--- src/rtl/cpu_stream_collector.sv ---
`timescale 1ns/1ps
// cpu_stream_collector
// Buffers CPU_NB valid/ready data channels in per-channel FIFOs and merges
// them round-robin into one registered, source-tagged output stream.
// Ports:
//   clk, rst_n             clock, asynchronous active-low reset
//   rdy_mode               input backpressure: 0/3 always, 1 LFSR, 2 never
//   in_vld/in_rdy/in_data  per-CPU input channels (channel i at [i*DATA_W +: DATA_W])
//   in_done                per-CPU done, latched sticky
//   out_vld/out_rdy/out_data/out_cpu_idx  merged output stream
//   cnt_sel/cnt_value      combinational read of a per-CPU delivered count
//   all_done               sticky completion flag
//   proto_err              sticky: write seen on an already-done channel
module cpu_stream_collector #(
  parameter int unsigned CPU_NB       = 4,
  parameter int unsigned DATA_W       = 64,
  parameter int unsigned FIFO_DEPTH   = 4,
  parameter int unsigned DRAIN_CYCLES = 2,
  parameter logic [15:0] LFSR_SEED    = 16'hACE1,
  localparam int unsigned IDX_W       = (CPU_NB > 1) ? $clog2(CPU_NB) : 1
) (
  input  logic                     clk,
  input  logic                     rst_n,
  input  logic [1:0]               rdy_mode,
  input  logic [CPU_NB-1:0]        in_vld,
  output logic [CPU_NB-1:0]        in_rdy,
  input  logic [CPU_NB*DATA_W-1:0] in_data,
  input  logic [CPU_NB-1:0]        in_done,
  output logic                     out_vld,
  input  logic                     out_rdy,
  output logic [DATA_W-1:0]        out_data,
  output logic [IDX_W-1:0]         out_cpu_idx,
  input  logic [IDX_W-1:0]         cnt_sel,
  output logic [31:0]              cnt_value,
  output logic                     all_done,
  output logic                     proto_err
);

  localparam int unsigned AW = $clog2(FIFO_DEPTH);
  localparam int unsigned PW = AW + 1;

  localparam logic [1:0] ST_RUN   = 2'd0;
  localparam logic [1:0] ST_DRAIN = 2'd1;
  localparam logic [1:0] ST_DONE  = 2'd2;

  logic [15:0]       lfsr_q;
  logic [15:0]       lfsr_d;
  logic [PW-1:0]     wr_ptr_q [CPU_NB];
  logic [PW-1:0]     rd_ptr_q [CPU_NB];
  logic [DATA_W-1:0] mem_q    [CPU_NB][FIFO_DEPTH];
  logic [31:0]       cnt_q    [CPU_NB];
  logic [CPU_NB-1:0] done_q;
  logic              err_q;
  logic              out_vld_q;
  logic [DATA_W-1:0] out_data_q;
  logic [IDX_W-1:0]  out_idx_q;
  logic [IDX_W-1:0]  arb_ptr_q;
  logic [1:0]        state_q;
  logic [1:0]        state_d;
  logic [31:0]       drain_q;
  logic [31:0]       drain_d;

  logic [CPU_NB-1:0] empty;
  logic [CPU_NB-1:0] full;
  logic [CPU_NB-1:0] gate;
  logic [CPU_NB-1:0] wr;
  logic              load;
  logic              grant_vld;
  logic [IDX_W-1:0]  grant_idx;
  logic [IDX_W-1:0]  cand;

  // Galois LFSR, taps for x^16+x^14+x^13+x^11+1
  assign lfsr_d = {1'b0, lfsr_q[15:1]} ^ (lfsr_q[0] ? 16'hB400 : 16'h0000);

  // FIFO status from pointers carrying one extra wrap bit
  always_comb begin
    for (int i = 0; i < CPU_NB; i++) begin
      empty[i] = (wr_ptr_q[i] == rd_ptr_q[i]);
      full[i]  = (wr_ptr_q[i][AW] != rd_ptr_q[i][AW]) &&
                 (wr_ptr_q[i][AW-1:0] == rd_ptr_q[i][AW-1:0]);
    end
  end

  // Ready gating per mode; held low while reset is asserted
  always_comb begin
    for (int i = 0; i < CPU_NB; i++) begin
      case (rdy_mode)
        2'd1:    gate[i] = lfsr_q[i];
        2'd2:    gate[i] = 1'b0;
        default: gate[i] = 1'b1;
      endcase
    end
  end

  assign in_rdy = ~full & gate & {CPU_NB{rst_n}};
  assign wr     = in_vld & in_rdy;
  assign load   = !out_vld_q || out_rdy;

  // Round-robin search over non-empty FIFOs starting at arb_ptr_q
  always_comb begin
    grant_vld = 1'b0;
    grant_idx = '0;
    cand      = '0;
    for (int k = 0; k < CPU_NB; k++) begin
      cand = IDX_W'((32'(arb_ptr_q) + 32'(k)) % CPU_NB);
      if (!grant_vld && !empty[cand]) begin
        grant_vld = 1'b1;
        grant_idx = cand;
      end
    end
  end

  // Completion FSM next state
  always_comb begin
    state_d = state_q;
    drain_d = drain_q;
    case (state_q)
      ST_RUN: begin
        if ((&done_q) && (&empty) && !out_vld_q && !(|wr)) begin
          state_d = ST_DRAIN;
          drain_d = '0;
        end
      end
      ST_DRAIN: begin
        if ((|wr) || !(&empty)) begin
          state_d = ST_RUN;
        end else begin
          drain_d = drain_q + 32'd1;
          if (drain_d >= DRAIN_CYCLES) state_d = ST_DONE;
        end
      end
      ST_DONE: state_d = ST_DONE;
      default: state_d = ST_RUN;
    endcase
  end

  // FIFO storage; contents are don't-care until the pointers say otherwise
  always_ff @(posedge clk) begin
    for (int i = 0; i < CPU_NB; i++) begin
      if (wr[i]) mem_q[i][wr_ptr_q[i][AW-1:0]] <= in_data[i*DATA_W +: DATA_W];
    end
  end

  // Control, output register, counters and sticky flags
  always_ff @(posedge clk or negedge rst_n) begin
    if (!rst_n) begin
      lfsr_q     <= LFSR_SEED;
      for (int i = 0; i < CPU_NB; i++) begin
        wr_ptr_q[i] <= '0;
        rd_ptr_q[i] <= '0;
        cnt_q[i]    <= '0;
      end
      done_q     <= '0;
      err_q      <= 1'b0;
      out_vld_q  <= 1'b0;
      out_data_q <= '0;
      out_idx_q  <= '0;
      arb_ptr_q  <= '0;
      state_q    <= ST_RUN;
      drain_q    <= '0;
    end else begin
      lfsr_q  <= lfsr_d;
      state_q <= state_d;
      drain_q <= drain_d;
      done_q  <= done_q | in_done;
      if (|(wr & done_q)) err_q <= 1'b1;
      for (int i = 0; i < CPU_NB; i++) begin
        if (wr[i]) wr_ptr_q[i] <= wr_ptr_q[i] + 1'b1;
      end
      if (out_vld_q && out_rdy && (cnt_q[out_idx_q] != 32'hFFFF_FFFF)) begin
        cnt_q[out_idx_q] <= cnt_q[out_idx_q] + 32'd1;
      end
      if (load) begin
        out_vld_q <= grant_vld;
        if (grant_vld) begin
          out_data_q          <= mem_q[grant_idx][rd_ptr_q[grant_idx][AW-1:0]];
          out_idx_q           <= grant_idx;
          rd_ptr_q[grant_idx] <= rd_ptr_q[grant_idx] + 1'b1;
          arb_ptr_q <= (32'(grant_idx) == CPU_NB - 1) ? '0 : grant_idx + 1'b1;
        end
      end
    end
  end

  assign out_vld     = out_vld_q;
  assign out_data    = out_data_q;
  assign out_cpu_idx = out_idx_q;
  assign all_done    = (state_q == ST_DONE);
  assign proto_err   = err_q;
  assign cnt_value   = (32'(cnt_sel) < CPU_NB) ? cnt_q[cnt_sel] : 32'd0;

endmodule

--- config.mk ---
export PLATFORM = sky130hd
export DESIGN_NAME = cpu_stream_collector
export DESIGN_NICKNAME = d
export VERILOG_FILES = /design/src/rtl/cpu_stream_collector.sv
export SDC_FILE = /design/constraint.sdc
export NUM_CORES = 2
export LEC_CHECK = 0
export BUFFER_PORTS_ARGS = -buffer_cell sky130_fd_sc_hd__buf_4
export CORE_MARGIN = 4
export CORE_UTILIZATION = 58
export CTS_CLUSTER_DIAMETER = 120
export DETAILED_ROUTE_END_ITERATION = 16
export PLACE_DENSITY = 0.89
export SYNTH_ARGS = -nofsm -noshare
export SYNTH_HDL_FRONTEND = slang
export SYNTH_SLANG_ARGS = --single-unit
--- constraint.sdc ---
create_clock -name clk -period 4.15 [get_ports clk]
set_input_delay 0.83 -clock clk [delete_from_list [all_inputs] [get_ports clk]]
set_output_delay 0.83 -clock clk [all_outputs]
set_load 0.005 [all_outputs]
Yosys cells after proc, flatten, opt, wreduce, memory -nomap -nowiden

Memories as Yosys holds them, arrays and structs flattened.
Index checks and enable logic that the tools add are counted.

Register bits: 276
RAM bits: 1024
Input bits: 271
Output and inout bits: 105
Word-level logic and storage cells: 188
Memories: 1

Memory list:

| name  | words | bits a word | read ports | clocked after Yosys merged registers in | write ports | line | source |
|---|---|---|---|---|---|---|---|
| mem_q | 4     | 256         | 1          | 0                                       | 4           | 50   | `logic [DATA_W-1:0] mem_q [CPU_NB][FIFO_DEPTH];` |

Add/sub/neg operators: 11
Order comparisons: 19
Equal/unequal tests: 21
Muxes and demuxes: 63
Bitwise logic cells: 15
Reductions and logical operators: 37

Operators by type and width:

| kind                  | number |
|---|---|
| $mux 256              | 4 |
| $demux 64 s2          | 4 |
| $mux 64               | 6 |
| $mux 32               | 7 |
| $bmux 32 s2           | 2 |
| $bmux 64 s2           | 1 |
| $bwmux 128            | 1 |
| $add 32x1->32 const B | 2 |
| $demux 32 s2          | 1 |
| $pmux 32 s2           | 1 |
| $ge 32x2->1 const B   | 1 |
| $ne 32x32->1 const B  | 1 |
| $ge 3x3->1 const B    | 8 |
| $not 2->3             | 8 |
| $logic_and 1x1->1     | 18 |
| $lt 3x1->1 const B    | 6 |
| $and 4x4->4           | 4 |
| $mux 16               | 1 |
| $mux 2                | 8 |
| $xor 15x16->16        | 1 |
| $add 3x1->3 const B   | 5 |
| $bwmux 12             | 1 |
| $eq 3x3->1            | 4 |
| $lt 2x3->1 const B    | 4 |
| 25 further kinds      | 67 |

Logic depth before layout (Yosys ltp)

Word-level depth: 20
Mapped depth: 14
Mapped depth without buffers: 10

Worst setup path after synthesis

OpenSTA, ideal clock, no wires.

Kind: input to register
Start point: input port rdy_mode[1]
End point: memory mem_q[1][0] in the netlist's numbering (enable)
Library setup time: 0.430 ns
Arrival time: 3.353 ns
Path slack: 0.367 ns
Stages: 4
Path buffers: 0
Cell sequence: inv_1 -> o21ai_1 -> a2111oi_2 -> and2_1

RTL lines:

| what        | line | source |
|---|---|---|
| from (decl) | 24   | `input logic [1:0] rdy_mode,` |
| to (decl)   | 50   |  |

Worst setup path after layout

Start point: register wr_ptr_q[4] in the netlist's numbering
End point: register out_data_q[57], in the netlist out_data[57]

Word-level cells in the longest chain between the ends: 20
Elaborated cells between the ends (all ways): 35
Classes of those cells: eq/ne (1); mux (22); bitwise (2); reduce/logical (9); memory (1)

RTL lines:

| what                                       | line | source |
|---|---|---|
| from (decl)                                | 48   | `logic [PW-1:0] wr_ptr_q [CPU_NB];` |
| from (signal, indexed assignment)          | 168  | `if (wr[i]) wr_ptr_q[i] <= wr_ptr_q[i] + 1'b1;` |
| $eq 3x3->1 *                               | 78   | `empty[i] = (wr_ptr_q[i] == rd_ptr_q[i]);` |
| $bmux 1 s2                                 | 106  | `if (!grant_vld && !empty[cand]) begin` |
| $mux 1 (implied by the code)               | 106  |  |
| $logic_not 1->1                            | 106  |  |
| $logic_and 1x1->1                          | 106  |  |
| $mux 1                                     | 106  |  |
| $logic_not 1->1                            | 106  |  |
| $logic_and 1x1->1                          | 106  |  |
| (+2 left out)                              | -    |  |
| $logic_and 1x1->1                          | 106  |  |
| $mux 2                                     | 106  |  |
| $not 2->3 (implied by the code)            | 176  | `out_data_q <= mem_q[grant_idx][rd_ptr_q[grant_idx][AW-1:0]];` |
| $bmux 3 s2                                 | 176  |  |
| $mux 3 (2 in a row)                        | -    |  |
| $not 2->3 (implied by the code)            | 176  |  |
| $bmux 64 s2                                | 176  |  |
| $mux 64 (implied by the code) (2 in a row) | 176  |  |
| to (signal assigned)                       | 176  |  |
| to (decl)                                  | 55   | `logic [DATA_W-1:0] out_data_q;` |

Every way passes the cells marked *; elsewhere a longest branch is shown, timed or not. The select of a mux whose other input is x is not followed.
A chain may end at the register's enable or synchronous reset.

==> flow_summary.toml <==
[run_status]
outcome = "finished, final reports clean"

[critical_path]
critPathMaxStageDelay_ps = 650
worstPathArrival_ps = 4510
required_ps = 4730
path_cells = "xor2_1 > o31ai_1 > o311ai_4 > and2_4 > inv_8 > a211oi_2 > o21ai_4 > buf_12 > o211ai_1"
path_class = "reg -> reg"
path_max_fanout = 117
crit_path_top_delay_cell = "o21ai_4"
startpoint_type = "register"
endpoint_kind = "register"

[timing]
worstMarginPinSlew_ps = 1067
fin_tns_setup_ps = 0
max-slew-margin-rel_pct = 28.89
period_needed_ps = 3934
finalHoldViolCount = 0
report.final.slew_viol_count = 0
setup_viol = 0
fin_ws_ps = 215.8
max_freq_ghz = 0.2542
rsz0062_at_grt = "false"
clock_skew_ps = 58.10
fin_crit_sh_pct = 94.80

[die]
core_sq_um = 93190
start_util_pct = 58.36
dieHeight_um = 314.2
io_pins = 376
rows = 112
die_x_um = 314.2
die-area_sq_um = 98720

[clocking]
clk_latency_ps = 770
post_cts_buffers = 0
cts_buffer_depth = 3
cts_hold_buf = 0
path_clk_slew_ps = 60
cts_resized = 0
cts_tree = "built"
root_buffer = "clkbuf_16"
numCtsBuffers = 132
h-tree-depth = 4
cts_sinks = 1300

[synthesis]
synth_nets = 4271
synth-edff-count = 1024
netlist_instances = 3976
synth_top_area_cell = "edfxtp_1"
ys_types = 81
async_flop_share_pct = 21.23
ys_warn_count = 0
syn_area_sq_um = 54380
synth_seq_area_share_pct = 69.26
synthTopCellsByCount = "edfxtp_1, nand2_1, dfrtp_1, clkbuf_1, and3_1"
ys.flop_type = "edfxtp_1"
synth_top_cell_area_share_pct = 56.54
syn_area_per_cell_sq_um = 13.68
yosysMostFrequentCell = "edfxtp_1"
synth-seq-cells = 1300
synth_area_leaders = "edfxtp_1, dfrtp_1, nand2_1, a311oi_1, a211oi_1"

[grt]
gr-total-overflow = 0
grt_pass1_vias = 37660
antenna_found_initial = 53
grt_max_degree = 174
grt_pass1_wl_um = 233000
grt_use_total_pct = 31.62

[finish]
fin_util_pct = 67.80
synthToLayoutAreaGrowth_pct = 16.18
drive_gt1_share_pct = 20.48
fin_nets = 4583

[place]
io_buffers = 375
gp_congestion = 0.8851
dp_hpwl_um = 90610
dp_slack_ps = 345.3

[detailed_routing]
drt_iter0_drc = 6179
first_pass_iters = 6
drc = 0
drtAntennaViolNets = 0
routed_wl_um = 159300
vias = 38012
wl_per_cell_um = 27.98
vias_per_cell = 6.675

[power]
power.leakage_nw = 23.09
ir_drop_v = 0.002227
power.density_nw_per_um2 = 899.4

[min_path]
hp-class = "in -> async"

[flow_run]
max-cap-violations = 0
==> flip-flops by register name, indices dropped and copies added (netlist names), 4 cells and up <==
name,count
rd_ptr_q,12
done_q,4
out_data,64
wr_ptr_q,12
lfsr_q,16
drain_q,32
mem_q,1024
cnt_q,128
==> area by class of cell <==
class                      instances  area, sq um
antenna                           46        115.1
clock buffer                     183         3689
clock inverter                    58        654.4
fill                            5684        30010
inverter                          25        113.9
multi-input combinational       2353        15350
sequential                      1300        37670
tap                             1254         1569
timing repair buffer             476         4019
==> critical path: cells and delay by family, from the launching register on <==
family | cells | cell delay [ps]
xor gates and xnor gates | 1 | 240
and+or+nand+nor | 1 | 230
buffers and inverters | 2 | 870
AOI/OAI and AO/OA | 5 | 1840
DFF | 1 | 420
==> routing by layer <==
layer	routed length, um	global-route usage, %
met1	54660	40.04
met3	19790	8.202
met4	9039	17.94
met2	75730	50.04
met5	122	0
==> power breakdown <==
group | switching [W] | internal (W)
sequential | 0.000961 | 0.0157
combinational | 0.0192 | 0.00904
clock | 0.00515 | 0.00675
total | 0.0253 | 0.0315
==> stage by stage <==
stage          hold WS, ps  area [sq um]  cells  power [W]
6_report             203.6         63180   5695    0.05683
3_5_place_dp         337.9         58720   5408    0.04370
5_1_grt              239.4         63150   5684    0.05927
2_1_floorplan        331.2         54380   3976    0.03525
4_1_cts              182.7         63060   5649    0.05606
3_3_place_gp         336.8         58720   5408    0.04259
==> final timing paths <==
path	from	endpoint	slack, ps	cells after the start
min in group clk	in_data[169]	mem_q[2][41]	260	1
max in group asynchronous	rst_n	out_data[32]	2190	3
worst min-delay path	rst_n	cnt_q[26]	200	2
worst min register to register	lfsr_q[12]	lfsr_q[11]	320	0
worst max register to register	wr_ptr_q[4]	out_data[57]	220	9
worst max-delay path	wr_ptr_q[4]	out_data[57]	220	9
==> cell usage in the layout (no fill, tap or decap), types with 25 or more instances in the layout <==
cell type | netlist | final
a211oi_1 | 198 | 198
a21oi_1 | 117 | 117
a311oi_1 | 192 | 192
a31oi_1 | 70 | 70
and3_1 | 208 | 208
buf_12 | 2 | 35
buf_4 | 6 | 440
clkbuf_1 | 214 | 35
clkbuf_16 | 0 | 135
clkinv_2 | 0 | 25
dfrtp_1 | 268 | 266
diode_2 | 0 | 46
edfxtp_1 | 1024 | 1024
mux2_4 | 64 | 64
mux4_2 | 60 | 60
nand2_1 | 767 | 766
nand3_1 | 93 | 93
nor2_1 | 111 | 110
o211ai_1 | 65 | 65
o21ai_1 | 105 | 105
xnor2_1 | 28 | 28
xor2_1 | 34 | 34
==> cell families (layout without fill, tap and decap cells) <==
logic type               after synthesis  count (layout)  synth area share, %
XOR/XNOR                              64              64                1.058
adder cells (fa/ha/maj)               24              24               0.5522
AO/OA/AOI/OAI                        840             840                10.96
flip-flops                          1300            1300                69.26
other                                  0              46                    0
AND/OR/NAND/NOR                     1289            1289                10.86
multiplexers                         136             136                4.609
buffers and inverters                323             742                2.694
Power figures use the tool's default switching activity.
